File: config.mk
export PLATFORM = sky130hd
export DESIGN_NAME = sync_down_timer_flat
export DESIGN_NICKNAME = d
export VERILOG_FILES = /design/src/rtl/sync_down_timer_if.sv /design/src/rtl/sync_down_timer.sv /design/src/flat_wrapper.sv
export SDC_FILE = /design/constraint.sdc
export NUM_CORES = 1
export LEC_CHECK = 0
export ABC_CLOCK_PERIOD_IN_PS = 2100
export BUFFER_PORTS_ARGS = -buffer_cell sky130_fd_sc_hd__buf_4
export CORE_MARGIN = 8
export CORE_UTILIZATION = 55
export DETAILED_ROUTE_END_ITERATION = 7
export PLACE_DENSITY = 0.78
export SKIP_LAST_GASP = 1
export SLEW_MARGIN = 20
export SYNTH_ARGS = -nofsm -noshare
export SYNTH_HDL_FRONTEND = slang
export SYNTH_SLANG_ARGS = --single-unit
File: constraint.sdc
create_clock -name clk -period 2.1 [get_ports clk]
set_input_delay 0.42 -clock clk [delete_from_list [all_inputs] [get_ports clk]]
set_output_delay 0.42 -clock clk [all_outputs]
set_load 0.01 [all_outputs]
File: src/rtl/sync_down_timer_if.sv
// Control/status bundle for sync_down_timer: load/start/stop requests in,
// count/busy/tc status out.
interface sync_down_timer_if #(
  parameter int WIDTH = 4,
  parameter int PRE_W = 8
);
  logic             load;
  logic [WIDTH-1:0] load_val;
  logic             start;
  logic             stop;
  logic             auto_reload;
  logic [PRE_W-1:0] prescale;
  logic [WIDTH-1:0] count;
  logic             busy;
  logic             tc;

  modport master (
    output load, load_val, start, stop, auto_reload, prescale,
    input  count, busy, tc
  );

  modport slave (
    input  load, load_val, start, stop, auto_reload, prescale,
    output count, busy, tc
  );
endinterface

File: src/rtl/sync_down_timer.sv
// Loadable prescaled down-timer with one-shot / auto-reload modes and pause/resume.
// tc is a one-cycle registered pulse on expiry, or on a start with nothing loaded.
module sync_down_timer #(
  parameter int WIDTH = 4,
  parameter int PRE_W = 8
) (
  input  logic              clk,
  input  logic              rst,
  sync_down_timer_if.slave  bus
);

  typedef enum logic {IDLE, RUN} state_t;

  state_t           state, state_n;
  logic [WIDTH-1:0] count, count_n;
  logic [WIDTH-1:0] reload_reg, reload_n;
  logic [PRE_W-1:0] pre_cnt, pre_cnt_n;
  logic [PRE_W-1:0] pre_lat, pre_lat_n;
  logic             busy, busy_n;
  logic             tc, tc_n;
  logic             tick;

  always_ff @(posedge clk) begin
    if (rst) begin
      state      <= IDLE;
      count      <= '0;
      reload_reg <= '0;
      pre_cnt    <= '0;
      pre_lat    <= '0;
      busy       <= 1'b0;
      tc         <= 1'b0;
    end else begin
      state      <= state_n;
      count      <= count_n;
      reload_reg <= reload_n;
      pre_cnt    <= pre_cnt_n;
      pre_lat    <= pre_lat_n;
      busy       <= busy_n;
      tc         <= tc_n;
    end
  end

  assign tick = (pre_cnt == pre_lat);

  // Priority on every edge: stop, then load, then start.
  always_comb begin
    state_n   = state;
    count_n   = count;
    reload_n  = reload_reg;
    pre_cnt_n = pre_cnt;
    pre_lat_n = pre_lat;
    busy_n    = busy;
    tc_n      = 1'b0;

    case (state)
      IDLE: begin
        if (bus.stop) begin
          state_n = IDLE;
        end else if (bus.load) begin
          reload_n = bus.load_val;
          count_n  = bus.load_val;
        end else if (bus.start) begin
          if (count != '0) begin
            state_n   = RUN;
            busy_n    = 1'b1;
            pre_cnt_n = '0;
            pre_lat_n = bus.prescale;
          end else begin
            tc_n = 1'b1;
          end
        end
      end

      RUN: begin
        if (bus.stop) begin
          state_n = IDLE;
          busy_n  = 1'b0;
        end else begin
          if (bus.load) begin
            reload_n = bus.load_val;
          end
          pre_cnt_n = tick ? '0 : pre_cnt + 1'b1;
          if (tick) begin
            if (count > WIDTH'(1)) begin
              count_n = count - 1'b1;
            end else if (count == WIDTH'(1)) begin
              tc_n = 1'b1;
              if (bus.auto_reload && (reload_reg != '0)) begin
                count_n   = reload_reg;
                pre_cnt_n = '0;
              end else begin
                count_n = '0;
                state_n = IDLE;
                busy_n  = 1'b0;
              end
            end else begin
              // Unreachable in normal use; drop back to IDLE rather than wrap.
              state_n = IDLE;
              busy_n  = 1'b0;
            end
          end
        end
      end

      default: begin
        state_n = IDLE;
        busy_n  = 1'b0;
      end
    endcase
  end

  assign bus.count = count;
  assign bus.busy  = busy;
  assign bus.tc    = tc;

endmodule

File: src/flat_wrapper.sv
// flat-port wrapper written by rule: the top's interface ports become plain ports
module sync_down_timer_flat 
#(
  parameter int WIDTH = 4,
  parameter int PRE_W = 8
)
  (clk, rst, bus_load, bus_load_val, bus_start, bus_stop, bus_auto_reload, bus_prescale, bus_count, bus_busy, bus_tc);
  sync_down_timer_if #(.WIDTH(WIDTH), .PRE_W(PRE_W)) bus_i ();
  input  logic clk;
  input  logic rst;
  input wire logic [$bits(bus_i.load)-1:0] bus_load;
  input wire logic [$bits(bus_i.load_val)-1:0] bus_load_val;
  input wire logic [$bits(bus_i.start)-1:0] bus_start;
  input wire logic [$bits(bus_i.stop)-1:0] bus_stop;
  input wire logic [$bits(bus_i.auto_reload)-1:0] bus_auto_reload;
  input wire logic [$bits(bus_i.prescale)-1:0] bus_prescale;
  output wire logic [$bits(bus_i.count)-1:0] bus_count;
  output wire logic [$bits(bus_i.busy)-1:0] bus_busy;
  output wire logic [$bits(bus_i.tc)-1:0] bus_tc;
  assign bus_i.load = bus_load;
  assign bus_i.load_val = bus_load_val;
  assign bus_i.start = bus_start;
  assign bus_i.stop = bus_stop;
  assign bus_i.auto_reload = bus_auto_reload;
  assign bus_i.prescale = bus_prescale;
  assign bus_count = bus_i.count;
  assign bus_busy = bus_i.busy;
  assign bus_tc = bus_i.tc;
  sync_down_timer #(.WIDTH(WIDTH), .PRE_W(PRE_W)) u_core (.clk(clk), .rst(rst), .bus(bus_i));
endmodule
==> results of run 1 <==
==> cells in the final DEF, fill, tap and decap left out, drive strengths merged, types with 2 or more instances in the layout <==
cell,count
and2b,3
nor2,23
ha,3
o21ai,10
mux2,2
dfxtp,27
clkbuf,3
nand2,9
o31ai,2
a211o,2
buf,25
nor2b,5
nor3,2
a21oi,9
nand3,4
and3,5
mux2i,12
nand4,2
xnor2,9
inv,9
a22o,6
==> worst max-delay path, stage by stage, from the launching register on <==
cell	delay, ns
dfxtp_1	0.45
inv_1	0.07
ha_1	0.25
or3b_2	0.25
o21ai_1	0.08
o32a_4	0.37
a211o_1	0.24
a21oi_1	0.15
==> power by group <==
part	leakage (µW)	internal [µW]	switching, µW
registers	0.000219	526	13.1
clock network	0.0000177	71.5	155
logic	0.000450	78.0	80.1
total	0.000687	675	249
==> cell type report <==
| type | count | share of cell area, % |
|---|---|---|
| timing repair buffer | 25 | 11.3 |
| tap | 30 | 2.25 |
| clock buffer | 3 | 1.35 |
| sequential | 27 | 32.5 |
| clock inverter | 1 | 0.301 |
| multi-input combinational | 122 | 50.3 |
| inverter | 9 | 2.03 |
==> routing by layer <==
metal  global-route usage (%)  vias to the layer above  share of wire, %  routed length (µm)
li1                         -                      621                 -                   -
met1                     18.7                      582                45                1420
met2                     24.6                       39                46                1440
met3                     4.19                        8               7.0                 218
met5                        0                        -                 0                   0
met4                     3.66                        0               1.9                  59
==> kinds of logic after synthesis <==
family	synth area share [%]
flip-flops	37.8
AO/OA/AOI/OAI	18.3
multiplexers	9.97
XOR/XNOR	5.51
adder cells (fa/ha/maj)	2.62
buffers and inverters	3.93
AND/OR/NAND/NOR	21.9
==> Yosys cell counts (3+ instances only) <==
master     n
ha_1       3
nor2b_1    5
dfxtp_1   27
and3_1     3
xnor2_1    9
o21ai_0    8
mux2i_1   12
nand2_1    9
nor2_1    22
clkbuf_1   4
inv_1      9
a22o_1     5
nand3_1    4
a21oi_1    8
==> worst max path at each step <==
stage                                      from  slack, ns  cells past startpoint                                to
3_3_place_gp   u_core.bus.count[0]$_SDFFE_PP0P_       0.26                      6  u_core.bus.count[1]$_SDFFE_PP0P_
4_1_cts        u_core.bus.count[0]$_SDFFE_PP0P_       0.07                      6  u_core.bus.count[1]$_SDFFE_PP0P_
5_1_grt        u_core.bus.count[0]$_SDFFE_PP0P_       0.06                      6  u_core.bus.count[0]$_SDFFE_PP0P_
2_1_floorplan  u_core.bus.count[1]$_SDFFE_PP0P_       0.28                      6  u_core.bus.count[0]$_SDFFE_PP0P_
3_5_place_dp   u_core.bus.count[0]$_SDFFE_PP0P_       0.11                      6  u_core.bus.count[1]$_SDFFE_PP0P_
6_report       u_core.bus.count[0]$_SDFFE_PP0P_       0.20                      7  u_core.bus.count[0]$_SDFFE_PP0P_
==> through the flow <==
| step | hold WS [ns] | area [µm²] | worst slack (ns) | utilization (%) | std cells |
|---|---|---|---|---|---|
| 2_1_floorplan | 0.482 | 1430 | 0.281 | - | 163 |
| 4_1_cts | 0.318 | 1660 | 0.0743 | 67.1 | 217 |
| 5_1_grt | 0.295 | 1670 | 0.0607 | 67.2 | 217 |
| 3_3_place_gp | 0.473 | 1630 | 0.263 | 66.0 | 213 |
| 6_report | 0.320 | 1670 | 0.197 | 67.2 | 217 |
| 3_5_place_dp | 0.494 | 1630 | 0.109 | 66.0 | 213 |
==> impl_metrics.toml, run 1 <==
[timing]
slew_viol_final = 0
tightest_slew_ns = 0.458
fin_crit_ns = 1.90
hold_viol = 0
fin_tns_setup_ns = 0
relSlewSlack_pct = 69.4
fmax_mhz = 526
rsz0062_at_grt = "no"
clock_skew_ns = 0.00791
setup_viol = 0
post-route-period-util_pct = 90.6

[run_status]
outcome = "complete, no violations"

[synthesis]
synthCells = 163
synth_cell_types = 41
synth_area_um2 = 1430
synth_top_area_cell = "dfxtp_1"
yosysTopAreaCellShare_pct = 37.8
synth_async_sr_flop_share_pct = 0
ys.flop_type = "dfxtp_1"
syn_area_per_cell_um2 = 8.78
syn_nets = 184
yosysWarnings = 0
synth.top_cells.by_area = "dfxtp_1 (38%), mux2i_1 (8.4%), nor2_1 (5.8%), xnor2_1 (5.5%), a22o_1 (3.1%)"
ys_seq_elements = 27
yosysSeqAreaShare_pct = 37.8
synth_edf_count = 0

[cells_and_area]
seq_area_um2 = 541
antenna_cells = 0
drive_gt1_share_pct = 23.5
syn_to_final_growth_pct = 16.3
reg_top3 = "u_core.pre_cnt: 8 flops, u_core.pre_lat: 8 flops"
nFillCells = 223
final_nets = 209
multi_input_area_um2 = 838

[critical_path]
crit_fanout = 8
rrSetupSlack_ns = 0.20
worstSetupPathType = "flop to flop"
timing.rr.start = "u_core.bus.count[0]$_SDFFE_PP0P_"
end_kind = "flop"
crit_arrival_ns = 2.16
ff2ff_path_depth = 7
r2r_end = "u_core.bus.count[0]$_SDFFE_PP0P_"
cp.required_ns = 2.36
start_kind = "flop"

[die]
die_x_um = 67.0
die_y_um = 67.0
io_pins = 24
dieArea_um2 = 4490
rows = 18
start_util_pct = 57.8
coreArea_um2 = 2480

[clock_tree]
cts_setup_buffers = 0
ctsResizeCount = 0
root_buffer = "clkbuf_4"
ctsHoldBuffers = 0
htree_levels = 1
cts_buffer_depth = 2
cts_tree = "done"
clock_sinks = 27
cts.clk_slew.worst_paths_ns = 0.14
cts_made_buffers = 3
clk-insertion-delay-late_ns = 0.33

[grt]
grt_usage_pct = 15.0
grt_max_degree = 23
grt_overflow = 0
grt_antenna_before_repair = 0
grt_pass1_vias = 1209
grt_pass1_wl_mm = 5.37

[detailed_routing]
drt_pass1_iterations = 4
detail-route-antenna-nets = 0
drt_wl_total_mm = 3.14
viasPerCell = 5.76
wl_per_cell_um = 14.4
drt_iter0_drc = 62
vias = 1250
drc_errors = 0

[placed_design]
dp_hpwl_mm = 2.41
io_buffers = 23
gp_congestion = 0.861

[run]
drv_cap = 0

[hold_path]
hold_path_class = "input pin to flop"
min_to = "u_core.pre_lat[5]$_SDFFE_PP0P_"
min_path_cells = 3
worstHoldStart = "bus_prescale[5]"

[power_and_ir_drop]
powerDensity_nw_per_um2 = 555
total_power_uw = 924
ir_worst_vdd_mv = 0.511
p_leak_uw = 0.000687
Power figures use the tool's default switching activity.
==> run 2: changes to the inputs <==
--- a/config.mk
+++ b/config.mk
@@ -5,7 +5,7 @@
 export SDC_FILE = /design/constraint.sdc
 export NUM_CORES = 1
 export LEC_CHECK = 0
-export ABC_CLOCK_PERIOD_IN_PS = 2100
+export ABC_CLOCK_PERIOD_IN_PS = 1900
 export BUFFER_PORTS_ARGS = -buffer_cell sky130_fd_sc_hd__buf_4
 export CORE_MARGIN = 8
 export CORE_UTILIZATION = 55
==> constraint.sdc (replaced) <==
create_clock -name clk -period 1.9 [get_ports clk]
set_input_delay 0.38 -clock clk [delete_from_list [all_inputs] [get_ports clk]]
set_output_delay 0.38 -clock clk [all_outputs]
set_load 0.01 [all_outputs]
==> run 2 against run 1 <==
  * Via count increased by 1.8%
  * Setup slack got worse by 0.16 ns
  * Maximum frequency increased by 2.2%
  * Critical path depth unchanged
  * Combinational power increased by 25%
  * Utilization increased by 3.4 points
  * Worst hold slack got worse by 0.041 ns
  * Critical endpoint unchanged
==> impl_metrics.toml, run 2 (synthesis results as in run 1) <==
[detailed_routing]
wl_met2_mm = 1.54
wl_met1_mm = 1.47
drt_iter0_drc = 50
drt_pass1_iterations = 4
met3_length_um = 290
detail-route-antenna-nets = 0
drt_wl_total_mm = 3.33
drc_errors = 0
highest_layer = "met4"
viasPerCell = 5.68
vias = 1272
wl_per_cell_um = 14.9

[cells_and_area]
reg_top3 = "u_core.pre_cnt: 8 flops, u_core.pre_lat: 8 flops"
final_util_pct = 70.6
mostFrequentLayoutCells = "buf_4 (31), dfxtp_1 (25), nor2_1 (22), mux2i_1 (12)"
drive_gt1_share_pct = 27.8
syn_to_final_growth_pct = 22.2
antenna_cells = 0
final_nets = 216
final_common_cell = "buf_4"

[critical_path]
end_kind = "flop"
rrSetupSlack_ns = 0.04
critPathBufInv = 1
crit_chain = "inv_1 > ha_2 > or3b_4 > o21ai_1 > o32a_4 > a211o_1 > a21oi_2"
crit_arrival_ns = 2.12
crit_family = "compound AO/OA/AOI/OAI gates"
worstSetupPathType = "flop to flop"
cp-endpoint = "u_core.bus.count[0]$_SDFFE_PP0P_"
crit_fanout = 6
cp.required_ns = 2.16
slowest_stage = "dfxtp_4"
start_kind = "flop"
ff2ff_path_depth = 7
crit_start = "u_core.bus.count[0]$_SDFFE_PP0P_"
max_stage_delay_ns = 0.40
crit_cells = 7
r2r_end = "u_core.bus.count[0]$_SDFFE_PP0P_"
timing.rr.start = "u_core.bus.count[0]$_SDFFE_PP0P_"

[timing]
hold_viol = 0
fin_crit_ns = 1.86
setup_viol = 0
hold_ws_ns = 0.279
relSlewSlack_pct = 74.7
clock_skew_ns = 0.00272
slew_viol_final = 0
post-route-period-util_pct = 98.0
tightest_slew_ns = 0.378
fmax_mhz = 537

[clock_tree]
clk-insertion-delay-late_ns = 0.32
cts_buffer_depth = 2
cts.clk_slew.worst_paths_ns = 0.14
root_buffer = "clkbuf_4"
htree_levels = 1
cts_made_buffers = 3
ctsHoldBuffers = 0
cts_tree = "done"
clock_sinks = 27

[grt]
grt_pass1_vias = 1231
grt_usage_pct = 15.2
grt_pass1_wl_mm = 5.44
grt_overflow = 0
grt_antenna_before_repair = 0
grt_max_degree = 23

[hold_path]
hold_path_class = "input pin to flop"

[die]
dieArea_um2 = 4490
rows = 18
die_y_um = 67.0
io_pins = 24
start_util_pct = 57.8
die_x_um = 67.0
coreArea_um2 = 2480

[run_status]
outcome = "complete, no violations"

[placed_design]
dp_hpwl_mm = 2.48
io_buffers = 23
gp_congestion = 0.827

[run]
drv_cap = 0

[power_and_ir_drop]
total_power_uw = 1040
ir_worst_vdd_mv = 0.534
p_leak_uw = 0.000718
powerDensity_nw_per_um2 = 592
run 2: metal layers:
metal	up-vias	global-route usage [%]
met4	0	3.92
met5	-	0
li1	634	-
met3	6	5.37
met1	581	18.7
met2	51	24.5
run 2: worst min path at each step:
stage	start	endpoint	depth (start not counted)
final	bus_prescale[4]	u_core.pre_lat[4]$_SDFFE_PP0P_	3
after detailed placement	u_core.bus.count[1]$_SDFFE_PP0P_	u_core.bus.count[1]$_SDFFE_PP0P_	2
after global routing	bus_prescale[7]	u_core.pre_lat[7]$_SDFFE_PP0P_	3
after CTS	bus_prescale[4]	u_core.pre_lat[4]$_SDFFE_PP0P_	3
after floorplan	rst	u_core.bus.count[3]$_SDFFE_PP0P_	1
after global placement	u_core.bus.count[1]$_SDFFE_PP0P_	u_core.bus.count[1]$_SDFFE_PP0P_	2
run 2: cell type report:
class                   count  area, µm²
flip-flops and latches     27        546
fillers                   188        728
well taps                  30       37.5
repair buffers             32        253
clock buffers               4       26.3
multi-input cells         122        853
inverters                   9       33.8
run 2: what timing repair did:
item	in CTS	in global routing
resized for setup	0	8
setup buffers	0	4
endpoints found under the setup margin	0	18
run 2: worst reg2reg max path: cells and delay by family, from the launching register on:
| family | cells | cell delay [ns] |
|---|---|---|
| flip-flops | 1 | 0.40 |
| buffers and inverters | 1 | 0.05 |
| AND/OR/NAND/NOR | 1 | 0.27 |
| adder cells (fa/ha/maj) | 1 | 0.19 |
| AO/OA/AOI/OAI | 4 | 0.89 |
run 2: where the power goes:
part	switching, µW	internal, µW	total (µW)
clock	161	82.3	244
combinational	96.1	101	197
sequential	14.2	581	595
total	272	764	1040
run 2: stage by stage:
step / setup WS [ns] / TNS (ns) / instances / cell area, µm²
floorplan: 0.0812 / 0 / 163 / 1430
global placement: 0.131 / 0 / 216 / 1660
detailed placement: 0.0482 / 0 / 216 / 1660
CTS: 0.0272 / 0 / 220 / 1680
global route: -0.0309 / -0.0332 / 224 / 1750
finish: 0.0381 / 0 / 224 / 1750
